### config.mk
export PLATFORM = sky130hd
export DESIGN_NAME = clk_gen_freq_meter
export DESIGN_NICKNAME = d
export VERILOG_FILES = /design/src/rtl/clk_gen_pkg.sv /design/src/rtl/clk_gen_sync_edge.sv /design/src/rtl/clk_gen_freq_meter.sv
export SDC_FILE = /design/constraint.sdc
export NUM_CORES = 1
export LEC_CHECK = 0
export CORE_ASPECT_RATIO = 0.75
export CORE_MARGIN = 3
export CORE_UTILIZATION = 47
export DETAILED_ROUTE_END_ITERATION = 8
export PLACE_DENSITY = 0.82
export SLEW_MARGIN = 25
export SYNTH_ARGS = -nofsm -noshare
export SYNTH_HDL_FRONTEND = slang
export SYNTH_HIERARCHICAL = 1
export SYNTH_SLANG_ARGS = --single-unit
### constraint.sdc
create_clock -name clk_i -period 2 [get_ports clk_i]
set_clock_uncertainty 0.2 [all_clocks]
set_input_delay 0.4 -clock clk_i [delete_from_list [all_inputs] [get_ports clk_i]]
set_output_delay 0.4 -clock clk_i [all_outputs]
set_load 0.02 [all_outputs]
### src/rtl/clk_gen_pkg.sv
// Shared definitions for the clock-generator frequency meter: FSM state
// encoding and default parameter values.
package clk_gen_pkg;

  typedef enum logic [1:0] {
    IDLE    = 2'd0,
    MEASURE = 2'd1,
    DONE    = 2'd2
  } state_e;

  localparam int DEF_WINDOW_W    = 16;
  localparam int DEF_COUNT_W     = 16;
  localparam int DEF_SYNC_STAGES = 2;

endpackage

### src/rtl/clk_gen_sync_edge.sv
// Synchronizes the asynchronous oscillator into clk_i and emits a one-cycle
// rise pulse. CLK_GEN_FREQ_METER_GLITCH_FILTER_EN adds a two-sample level filter.
module clk_gen_sync_edge
  import clk_gen_pkg::*;
#(
  parameter int SYNC_STAGES = DEF_SYNC_STAGES
) (
  input  logic clk_i,
  input  logic reset_n_i,
  input  logic osc_i,
  output logic level_o,
  output logic rise_o
);

  logic [SYNC_STAGES-1:0] sync_q;
  logic                   level;
  logic                   prev_q;

  always_ff @(posedge clk_i) begin
    if (!reset_n_i) begin
      sync_q <= '0;
    end else begin
      sync_q <= {sync_q[SYNC_STAGES-2:0], osc_i};
    end
  end

`ifdef CLK_GEN_FREQ_METER_GLITCH_FILTER_EN
  logic filt_q;

  // The last two synchronizer stages are consecutive samples; only follow
  // the input once both agree, which swallows single-cycle pulses.
  always_ff @(posedge clk_i) begin
    if (!reset_n_i) begin
      filt_q <= 1'b0;
    end else if (sync_q[SYNC_STAGES-1] == sync_q[SYNC_STAGES-2]) begin
      filt_q <= sync_q[SYNC_STAGES-1];
    end
  end

  assign level = filt_q;
`else
  assign level = sync_q[SYNC_STAGES-1];
`endif

  always_ff @(posedge clk_i) begin
    if (!reset_n_i) begin
      prev_q <= 1'b0;
    end else begin
      prev_q <= level;
    end
  end

  assign level_o = level;
  assign rise_o  = level & ~prev_q;

endmodule

### src/rtl/clk_gen_freq_meter.sv
// Counts oscillator rising edges over a programmable window of clk_i cycles
// and hands the result out over valid/ready. Optional: CLK_GEN_FREQ_METER_GLITCH_FILTER_EN.
module clk_gen_freq_meter
  import clk_gen_pkg::*;
#(
  parameter int WINDOW_W    = DEF_WINDOW_W,
  parameter int COUNT_W     = DEF_COUNT_W,
  parameter int SYNC_STAGES = DEF_SYNC_STAGES
) (
  input  logic               clk_i,
  input  logic               reset_n_i,
  input  logic               osc_i,
  input  logic               start_v_i,
  output logic               start_ready_o,
  input  logic [WINDOW_W-1:0] window_i,
  output logic               count_v_o,
  input  logic               count_ready_i,
  output logic [COUNT_W-1:0] count_o,
  output logic               saturated_o,
  output logic               busy_o
);

  localparam logic [COUNT_W-1:0]  CNT_MAX = '1;
  localparam logic [COUNT_W-1:0]  CNT_ONE = {{(COUNT_W-1){1'b0}}, 1'b1};
  localparam logic [WINDOW_W-1:0] WIN_ONE = {{(WINDOW_W-1){1'b0}}, 1'b1};

  state_e              state_q, state_d;
  logic [WINDOW_W-1:0] rem_q, rem_d;
  logic [COUNT_W-1:0]  count_q, count_d;
  logic                sat_q, sat_d;
  logic                osc_level;
  logic                osc_rise;

  clk_gen_sync_edge #(
    .SYNC_STAGES(SYNC_STAGES)
  ) u_sync_edge (
    .clk_i    (clk_i),
    .reset_n_i(reset_n_i),
    .osc_i    (osc_i),
    .level_o  (osc_level),
    .rise_o   (osc_rise)
  );

  always_ff @(posedge clk_i) begin
    if (!reset_n_i) begin
      state_q <= IDLE;
      rem_q   <= '0;
      count_q <= '0;
      sat_q   <= 1'b0;
    end else begin
      state_q <= state_d;
      rem_q   <= rem_d;
      count_q <= count_d;
      sat_q   <= sat_d;
    end
  end

  always_comb begin
    state_d = state_q;
    rem_d   = rem_q;
    count_d = count_q;
    sat_d   = sat_q;
    unique case (state_q)
      IDLE: begin
        if (start_v_i) begin
          count_d = '0;
          sat_d   = 1'b0;
          if (window_i == '0) begin
            state_d = DONE;
          end else begin
            rem_d   = window_i;
            state_d = MEASURE;
          end
        end
      end
      MEASURE: begin
        rem_d = rem_q - WIN_ONE;
        if (osc_rise) begin
          if (count_q != CNT_MAX) begin
            count_d = count_q + CNT_ONE;
          end
          // Sticky once the counter has reached all-ones.
          if (count_q >= CNT_MAX - CNT_ONE) begin
            sat_d = 1'b1;
          end
        end
        if (rem_q == WIN_ONE) begin
          state_d = DONE;
        end
      end
      DONE: begin
        if (count_ready_i) begin
          state_d = IDLE;
        end
      end
      default: state_d = IDLE;
    endcase
  end

  // Gated by reset so the request side looks closed while reset is held.
  assign start_ready_o = (state_q == IDLE) & reset_n_i;
  assign count_v_o     = (state_q == DONE);
  assign busy_o        = (state_q == MEASURE);
  assign count_o       = count_q;
  assign saturated_o   = sat_q;

endmodule

==> results.ini, run 1 <==
[status]
status = complete, but fails checks
violations = setup timing

[placement]
routabilityCongestion = 0.963
port-buffer-count = 40
dpl.cell_count = 398
hpwl_mm = 4.55

[worst_setup_path]
cpMostUsedCell = buf_4
worst_r2r_path_depth = 7
rr_endpoint = count_o[9]$_SDFFE_PN0P_
crit_required_ps = 1980
cp_num_buf_inv = 2
end_kind = flip-flop
critPathKind = flip-flop to flip-flop
rr_startpoint = state_q[0]$_SDFFE_PN0P_
critPathLaunchType = flip-flop
critPathMaxFanout = 7
critPathSlowestCell = dfxtp_2
crit_chain = nand2b_1 -> buf_4 -> nor4_4 -> buf_4 -> nand4b_1 -> xor2_1 -> nor2_1
reg2reg_setup_slack_ps = -4
arrival_ps = 1980
critPathMaxStageDelay_ps = 430
crit_family = simple AND/OR/NAND/NOR gates

[finish]
final_common_cell = buf_4
num_antenna_cells = 0
nets = 384
syn2layout_area_growth_pct = 49.6
layout_common_cells = 53 x buf_4, 32 x dfxtp_1, 29 x nor2_1
stdcell_count = 415
drive_gt1_frac = 0.292

[logic_synthesis]
netlist_area_um2 = 2200
netlist_top_cells_area = dfxtp_1 35%, nor2_1 5.3%, nand2_1 3.7%
yosysWarnings = 6
syn_area_per_cell_um2 = 8.14
async_reset_ff_frac = 0
synthFlopType = dfxtp_1
ys_types = 59
yosys.area.top_type = dfxtp_1
yosysSeqAreaShare = 0.345
ys_ff_latch = 38
netlist.area_leader.share = 0.345
synth_edf_count = 0
synth_fp_nets = 296
synthCells = 271

[grt]
grt_util_all_layers = 0.242
grt_pass1_wl_mm = 10.9
grt_max_degree = 29
grt_pass1_vias = 2238
antenna_found_initial = 0
overflow = 0

[floorplan]
io_pins = 41
dieHeight_um = 65.3
rows = 20
die_w_um = 85.1
dieArea_um2 = 5560
fp.coreArea_um2 = 4280
initial_utilization = 0.515

[timing]
slew_violations = 0
worst_pin_slew_ps = 590
fmax_mhz = 499
finalCritPeriodShare = 1.00
setup_violations = 1
hold_viol_final = 0
fin_ws_ps = -4.19
max_slew_margin = 0.603
layout_min_cycle_time_ps = 2000
holdWs_ps = 257
rsz0062_at_grt = true

[cts]
clock-sinks = 38
clk_latency_ps = 290
cts.clk_slew.worst_paths_ps = 80
cts_tree = built
cts_made_buffers = 5
cts_htree_levels = 2
cts_hold_buf = 0
cts_buffer_depth = 2
root_buffer = clkbuf_8

[worst_hold_path]
min_to = u_sync_edge/sync_q[1]$_SDFF_PN0_
hold_depth = 1
hold_path.startpoint = u_sync_edge/sync_q[0]$_SDFF_PN0_
hp-class = flip-flop to flip-flop

[routing]
vias_per_cell = 6.18
routed_wl_mm = 7.10
first_pass_iters = 5
route.detailed.drc = 0
avgRoutedWirePerCell_um = 17.1
drt-initial-drc-count = 277
num_vias = 2566
ant_nets = 0

[power_and_ir_drop]
pwr_density_cell_nw_per_um2 = 644
p_leak_nw = 1.35
power.total_mw = 2.12
irDropWorstVdd_v = 0.000386

[flow_run]
maxCapViolCount = 0

-- synth_stat cells, types with 3 or more instances --
cell type	n
dfxtp_1	38
clkbuf_1	5
o22ai_1	3
ha_1	4
nor4_1	12
xnor2_1	5
buf_2	3
buf_4	5
mux2i_1	4
or3_1	5
or4_1	3
and2_1	4
nor2_1	31
nand4_1	4
a21oi_1	16
a32o_1	6
o21ai_1	3
nand3_1	11
o21ai_0	11
nand2b_1	4
a211oi_1	3
nor3_1	15
o31ai_1	3
nand2_1	22
inv_1	7
-- routing by layer --
layer / track usage / part of all wire / wire length (um) / up-vias
li1: - / - / - / 1190
met1: 0.357 / 0.45 / 3200 / 1200
met2: 0.352 / 0.43 / 3070 / 160
met3: 0.0526 / 0.11 / 756 / 16
met4: 0.0652 / 0.011 / 81 / 0
met5: 0 / 0 / 0 / -
-- logic make-up (layout without fill, tap and decap cells) --
family	count (synthesis)	in the layout	share of synthesized area
flops	38	38	0.345
xor+xnor	6	6	0.0238
simple gates	131	131	0.330
fa+ha+maj	4	4	0.0227
buf+inv	22	109	0.0511
compound gates	66	68	0.209
mux	4	4	0.0182
-- timing repair --
action / CTS / global route
pin swaps: 7 / 14
resized for setup: 38 / 30
endpoints found under the setup margin: 24 / 32
gates cloned: 1 / 1
buffers inserted: 3 / 4
-- sequential cells by signal, indices dropped and copies added, names as in the netlist --
register / flops
count_o: 16
rem_q: 16
state_q: 2
u_sync_edge/sync_q: 2
saturated_o: 1
u_sync_edge/prev_q: 1
-- report_power, final --
part           switching (mW)  total [mW]  internal, mW  leakage [nW]
Sequential             0.0558       0.863         0.807         0.313
Combinational           0.380       0.712         0.332         0.992
Clock                   0.270       0.548         0.278        0.0482
-- worst max path at each step --
| stage | startpoint | endpoint | slack, ps | depth (start not counted) |
|---|---|---|---|---|
| floorplan | count_o[2]$_SDFFE_PN0P_ | count_o[4]$_SDFFE_PN0P_ | 20 | 6 |
| global placement | window_i[2] | rem_q[6]$_SDFFE_PN0P_ | -540 | 5 |
| detailed placement | window_i[5] | rem_q[4]$_SDFFE_PN0P_ | -470 | 7 |
| CTS | count_o[14]$_SDFFE_PN0P_ | count_o[14] | 0.2 | 1 |
| global route | state_q[0]$_SDFFE_PN0P_ | count_o[9]$_SDFFE_PN0P_ | -70 | 7 |
| finish | state_q[0]$_SDFFE_PN0P_ | count_o[9]$_SDFFE_PN0P_ | -4 | 7 |
-- through the flow --
| step | util | instance area [um^2] | worst slack (ps) | TNS, ps |
|---|---|---|---|---|
| 2_1_floorplan | - | 2230 | 22.9 | 0 |
| 3_3_place_gp | 0.693 | 2970 | -536 | -11960 |
| 3_5_place_dp | 0.693 | 2970 | -470 | -11030 |
| 4_1_cts | 0.733 | 3140 | 0.210 | 0 |
| 5_1_grt | 0.771 | 3300 | -68.7 | -325 |
| 6_report | 0.771 | 3300 | -4.19 | -4.19 |
-- layout make-up --
class                           count  area (um^2)
Sequential cell                    38          773
Clock buffer                        7         86.3
Tap cell                           55         68.8
Multi-Input combinational cell    213         1540
Clock inverter                      1         5.00
Timing Repair Buffer               93          793
Inverter                            8         30.0
Fill cell                         293          981
Power figures use the tool's default switching activity.
==> run 2: changes to the inputs <==
CORE_ASPECT_RATIO = unset   (was 0.75)
CORE_UTILIZATION = 52   (was 47)
PLACE_DENSITY = 0.86   (was 0.82)
clock period = 2.15 ns   (was 2 ns; I/O delays follow)
==> run 2 against run 1 <==
The run now ends clean. Non-clock buffer count fell by 20. Sequential cell count did not move. Worst hold slack got worse by 20 ps. Global-route usage rose by 0.070 points. Combinational power fell by 23%. Sequential share of layout area rose by 1.8 points. First-iteration DRC count rose by 3.6%. Critical path depth fell by 1. Core utilization fell by 2.4 points. Critical path type is now input port to flip-flop. Critical endpoint is now rem_q[10]$_SDFFE_PN0P_. Largest power group unchanged.
==> results.ini, run 2 (synthesized netlist as in run 1, its figures left out) <==
[finish]
final_common_cell = dfxtp_1  ; was buf_4
syn2layout_area_growth_pct = 37.4  ; was 49.6%
drive_gt1_frac = 0.204  ; was 0.292
fillers = 292  ; was 293
multi_input_area_um2 = 1430  ; was 1540 um^2
num_antenna_cells = 0  ; unchanged
layout_common_cells = 35 x dfxtp_1, 33 x buf_4, 29 x nor2_1  ; was 53 x buf_4, 32 x dfxtp_1, 29 x nor2_1
finalInstanceArea_um2 = 3030  ; was 3300 um^2
seq_area_um2 = 764  ; was 773 um^2
stdcell_count = 388  ; was 415
nets = 363  ; was 384

[worst_hold_path]
hold_depth = 1  ; unchanged
hold_path.startpoint = u_sync_edge/sync_q[0]$_SDFF_PN0_  ; unchanged
min_to = u_sync_edge/sync_q[1]$_SDFF_PN0_  ; unchanged
hp-class = flip-flop to flip-flop  ; unchanged

[grt]
grt_pass1_vias = 2152  ; was 2,238
grt_max_degree = 30  ; was 29
grt_util_all_layers = 0.242  ; about the same
grt_pass1_wl_mm = 9.90  ; was 10.9 mm
antenna_found_initial = 0  ; unchanged
overflow = 0  ; unchanged

[timing]
finalCritPeriodShare = 0.988
rsz0062_at_grt = true  ; unchanged
layout_min_cycle_time_ps = 2120
hold_viol_final = 0  ; unchanged
slew_violations = 0  ; unchanged
setup_violations = 0  ; was 1
worst_pin_slew_ps = 472  ; was 590 ps
fin_setup_tns_ps = 0  ; was -4.19 ps
fmax_mhz = 471
holdWs_ps = 237  ; was 257 ps
max_slew_margin = 0.683  ; was 0.603

[cts]
cts_made_buffers = 5  ; unchanged
cts_hold_buf = 0  ; unchanged
clk_latency_ps = 300  ; was 290 ps
clock-sinks = 38  ; unchanged
cts_buffer_depth = 2  ; unchanged
root_buffer = clkbuf_8  ; unchanged
cts_htree_levels = 2  ; unchanged
cts.clk_slew.worst_paths_ps = 70  ; was 80 ps
cts_tree = built  ; unchanged

[worst_setup_path]
critPathLaunchType = input port  ; was flip-flop
rr_startpoint = rem_q[1]$_SDFFE_PN0P_  ; was state_q[0]$_SDFFE_PN0P_
critPathMaxStageDelay_ps = 520  ; was 430 ps
critPathSlowestCell = clkdlybuf4s50_1  ; was dfxtp_2
reg2reg_setup_slack_ps = 80  ; was -4 ps
worst_r2r_path_depth = 7  ; unchanged
rr_endpoint = rem_q[12]$_SDFFE_PN0P_  ; was count_o[9]$_SDFFE_PN0P_
crit_chain = clkdlybuf4s50_1 -> inv_1 -> buf_4 -> or3_1 -> nand2b_1 -> o21ai_0  ; was nand2b_1 -> buf_4 -> nor4_4 -> buf_4 -> nand4b_1 -> xor2_1 -> nor2_1
worstSetupStartpoint = reset_n_i  ; was state_q[0]$_SDFFE_PN0P_
crit_required_ps = 2160  ; was 1980 ps
critPathKind = input port to flip-flop  ; was flip-flop to flip-flop
critPathMaxFanout = 14  ; was 7
end_kind = flip-flop  ; unchanged
arrival_ps = 2130  ; was 1980 ps

[power_and_ir_drop]
irDropWorstVdd_v = 0.000397  ; was 0.000386 V
pwr_density_cell_nw_per_um2 = 604  ; was 644 nW/um^2
p_leak_nw = 1.17  ; was 1.35 nW

[floorplan]
fp.coreArea_um2 = 4060  ; was 4280 um^2
dieHeight_um = 71.1  ; was 65.3 um
initial_utilization = 0.543  ; was 0.515
dieArea_um2 = 5060  ; was 5560 um^2
die_w_um = 71.1  ; was 85.1 um
io_pins = 41  ; unchanged
rows = 23  ; was 20

[routing]
routed_wl_mm = 6.63  ; was 7.10 mm
vias_per_cell = 6.35  ; was 6.18
drt-initial-drc-count = 287  ; was 277
wl_met1_mm = 2.74  ; was 3.20 mm
route.detailed.drc = 0  ; unchanged
route.met3.wl_um = 503  ; was 756 um
ant_nets = 0  ; unchanged
first_pass_iters = 6  ; was 5
met2_length_mm = 3.22  ; was 3.07 mm
top_layer_used = met4  ; unchanged
avgRoutedWirePerCell_um = 17.1  ; about the same
num_vias = 2464  ; was 2,566

[placement]
port-buffer-count = 40  ; unchanged
routabilityCongestion = 0.977  ; was 0.963
dpl_cell_area_um2 = 2810  ; was 2970 um^2
dpl.cell_count = 377  ; was 398
hpwl_mm = 4.37  ; was 4.55 mm

[status]
status = finished, final reports clean  ; was complete, but fails checks

[flow_run]
maxCapViolCount = 0  ; unchanged

run 2: cell count changes in the layout (fill, tap and decap cells not counted), sizes merged:
cell / before / now
buf: 54 / 33
clkbuf: 7 / 8
clkdlybuf4s15: 2 / 0
clkdlybuf4s50: 16 / 28
clkinv: 2 / 1
dlygate4sd2: 14 / 2
dlymetal6s2s: 7 / 9
o21a: 3 / 2
run 2: routing by layer:
metal / vias to the layer above / GRT usage
li1: 1150 / -
met1: 1185 / 0.303
met2: 111 / 0.401
met3: 18 / 0.0653
met4: 0 / 0.0877
met5: - / 0
run 2: stage by stage:
step            util  power [mW]  setup WS [ps]
3_5_place_dp   0.693        1.31           -488
3_3_place_gp   0.693        1.30           -407
5_1_grt        0.747        1.92          -15.0
6_report       0.747        1.83           26.6
4_1_cts        0.717        1.77           2.12
2_1_floorplan      -        1.13           93.6
run 2: timing repair:
action | CTS | global route
endpoints found under the hold margin | 0 | 0
resized for setup | 7 | 26
cloned | 0 | 1
setup buffers | 2 | 2
pin swaps | 2 | 7
endpoints found under the setup margin | 19 | 21
run 2: worst max-delay path by stage:
stage,to,slack (ps),cells past startpoint
after floorplan,count_o[4]$_SDFFE_PN0P_,90,7
after global placement,rem_q[6]$_SDFFE_PN0P_,-410,5
after detailed placement,rem_q[4]$_SDFFE_PN0P_,-490,7
after CTS,start_ready_o,2,4
after global routing,count_o[5]$_SDFFE_PN0P_,-20,6
final,rem_q[10]$_SDFFE_PN0P_,30,6
run 2: final cells by class:
type | count | share of cell area
multi-input combinational | 212 | 0.473
sequential | 38 | 0.252
timing repair buffer | 73 | 0.219
clock buffer | 7 | 0.0252
tap | 50 | 0.0207
inverter | 8 | 0.00991
run 2: critical path: cells and delay by family:
kind | cells | cell delay, ps
and+or+nand+nor | 2 | 690
buffers and inverters | 3 | 810
AOI/OAI and AO/OA | 1 | 200
run 2: power by group:
group / internal (mW) / switching, mW / leakage [nW]
combinational: 0.247 / 0.301 / 0.824
sequential: 0.751 / 0.0606 / 0.312
clock: 0.224 / 0.247 / 0.0383
==> run 3: changes to the inputs <==
GPL_TIMING_DRIVEN = 0   (was unset)
==> run 3 against run 2 <==
Clock power is 34% higher. Die area did not move. Worst hold slack got worse by 4.0 ps. Core utilization is 1.4 points lower. Fmax is essentially flat. Sequential cell count is the same. Non-clock buffer count decreased by 13. Largest power group unchanged. Highest routed layer unchanged.
==> results.ini, run 3 (synthesized netlist as in run 1, its figures left out) <==
[worst_hold_path]
hp-class = flip-flop to flip-flop  ; unchanged

[power_and_ir_drop]
p_leak_nw = 1.13  ; was 1.17 nW
irDropWorstVdd_v = 0.000487  ; was 0.000397 V
pwr_density_cell_nw_per_um2 = 662  ; was 604 nW/um^2
power.total_mw = 1.97  ; was 1.83 mW

[timing]
hold_viol_final = 0  ; unchanged
fmax_mhz = 471  ; about the same
finalCritPeriodShare = 0.987  ; was 0.988
fin_ws_ps = 27.8  ; was 26.6 ps
worst_pin_slew_ps = 582  ; was 472 ps
setup_violations = 0  ; unchanged
fin_setup_tns_ps = 0  ; unchanged
holdWs_ps = 233  ; was 237 ps
layout_min_cycle_time_ps = 2120  ; about the same
slew_violations = 0  ; unchanged
max_slew_margin = 0.609  ; was 0.683

[cts]
cts.clk_slew.worst_paths_ps = 70  ; about the same
cts_buffer_depth = 2  ; unchanged
cts_htree_levels = 2  ; unchanged
clock-sinks = 38  ; unchanged
clk_latency_ps = 300  ; about the same
cts_tree = built  ; unchanged
cts_made_buffers = 5  ; unchanged
root_buffer = clkbuf_8  ; unchanged
cts_hold_buf = 0  ; unchanged

[grt]
grt_pass1_vias = 2153  ; was 2,152
antenna_found_initial = 0  ; unchanged
overflow = 0  ; unchanged
grt_util_all_layers = 0.261  ; was 0.242
grt_pass1_wl_mm = 10.5  ; was 9.90 mm
grt_max_degree = 12  ; was 30

[floorplan]
initial_utilization = 0.543  ; unchanged
dieArea_um2 = 5060  ; unchanged
die_w_um = 71.1  ; unchanged
io_pins = 41  ; unchanged
dieHeight_um = 71.1  ; unchanged
rows = 23  ; unchanged
fp.coreArea_um2 = 4060  ; unchanged

[placement]
place_ws_ps = -950  ; was -488 ps
routabilityCongestion = 0.940  ; was 0.977
hpwl_mm = 4.34  ; was 4.37 mm
port-buffer-count = 39  ; was 40

[worst_setup_path]
critPathLaunchType = input port  ; unchanged
reg2reg_setup_slack_ps = 50  ; was 80 ps
crit_required_ps = 2110  ; was 2160 ps
critPathKind = input port to flip-flop  ; unchanged
critPathMaxFanout = 6  ; was 14
end_kind = flip-flop  ; unchanged
arrival_ps = 2090  ; was 2130 ps

[finish]
fillers = 298  ; was 292
multi_input_area_um2 = 1430  ; about the same
nets = 349  ; was 363
layout_common_cells = 33 x dfxtp_1, 30 x nor2_1, 25 x clkdlybuf4s50_1  ; was 35 x dfxtp_1, 33 x buf_4, 29 x nor2_1
num_antenna_cells = 0  ; unchanged
drive_gt1_frac = 0.185  ; was 0.204
seq_area_um2 = 774  ; was 764 um^2
syn2layout_area_growth_pct = 34.8  ; was 37.4%
final_common_cell = dfxtp_1  ; unchanged

[routing]
routed_wl_mm = 6.44  ; was 6.63 mm
num_vias = 2416  ; was 2,464
route.detailed.drc = 0  ; unchanged
vias_per_cell = 6.46  ; was 6.35
avgRoutedWirePerCell_um = 17.2  ; was 17.1 um
drt-initial-drc-count = 294  ; was 287
first_pass_iters = 5  ; was 6
ant_nets = 0  ; unchanged

[status]
status = finished, final reports clean  ; unchanged

[flow_run]
maxCapViolCount = 0  ; unchanged

## run 3: changes by cell type in the layout (fill, tap and decap cells not counted), sizes merged
cell           change
bufinv             +1
a21bo              -1
buf               -16
dlygate4sd2        +1
clkbuf             +3
clkdlybuf4s15      +2
dlymetal6s2s       -1
clkdlybuf4s50      -3
## run 3: critical path: stages
cell	delay (ps)
clkdlybuf4s50_1	450
nor4_2	250
nand4_1	150
buf_6	170
buf_4	140
a31oi_1	380
a221oi_2	120
## run 3: worst paths after layout
kind | cells past startpoint | from | end
min reg2reg | 1 | u_sync_edge/sync_q[0]$_SDFF_PN0_ | u_sync_edge/sync_q[1]$_SDFF_PN0_
min | 1 | u_sync_edge/sync_q[0]$_SDFF_PN0_ | u_sync_edge/sync_q[1]$_SDFF_PN0_
max | 7 | window_i[12] | rem_q[9]$_SDFFE_PN0P_
max reg2reg | 5 | rem_q[0]$_SDFFE_PN0P_ | rem_q[11]$_SDFFE_PN0P_
## run 3: what timing repair did
item | CTS | global route
resized for setup | 22 | 38
pin swaps | 3 | 11
buffers inserted | 3 | 4
endpoints found under the setup margin | 20 | 20
gates cloned | 0 | 0
hold endpoints to repair | 0 | 0
## run 3: per-layer routing
layer  global-route usage  share of wire  wire, um
met1                0.348           0.42      2720
met2                0.410           0.47      3030
met3               0.0611          0.084       539
met4               0.0981          0.023       148
met5                    0              0         0
## run 3: per-stage QoR
step | util | instance area, um^2 | std cells
global route | 0.733 | 2970 | 374
finish | 0.733 | 2970 | 374
CTS | 0.697 | 2830 | 370
detailed placement | 0.656 | 2660 | 360
floorplan | - | 2210 | 271
global placement | 0.656 | 2660 | 360
## run 3: power by group
group	internal, mW	switching, mW
combinational	0.230	0.302
sequential	0.750	0.0572
clock	0.371	0.259
## run 3: layout make-up
| class | instances | share of cell area |
|---|---|---|
| Buffer | 14 | 0.0349 |
| Clock buffer | 6 | 0.0278 |
| Clock inverter | 1 | 0.0101 |
| Inverter | 8 | 0.0105 |
| Multi-Input combinational cell | 211 | 0.481 |
| Sequential cell | 38 | 0.261 |
| Tap cell | 50 | 0.0210 |
| Timing Repair Buffer | 46 | 0.154 |
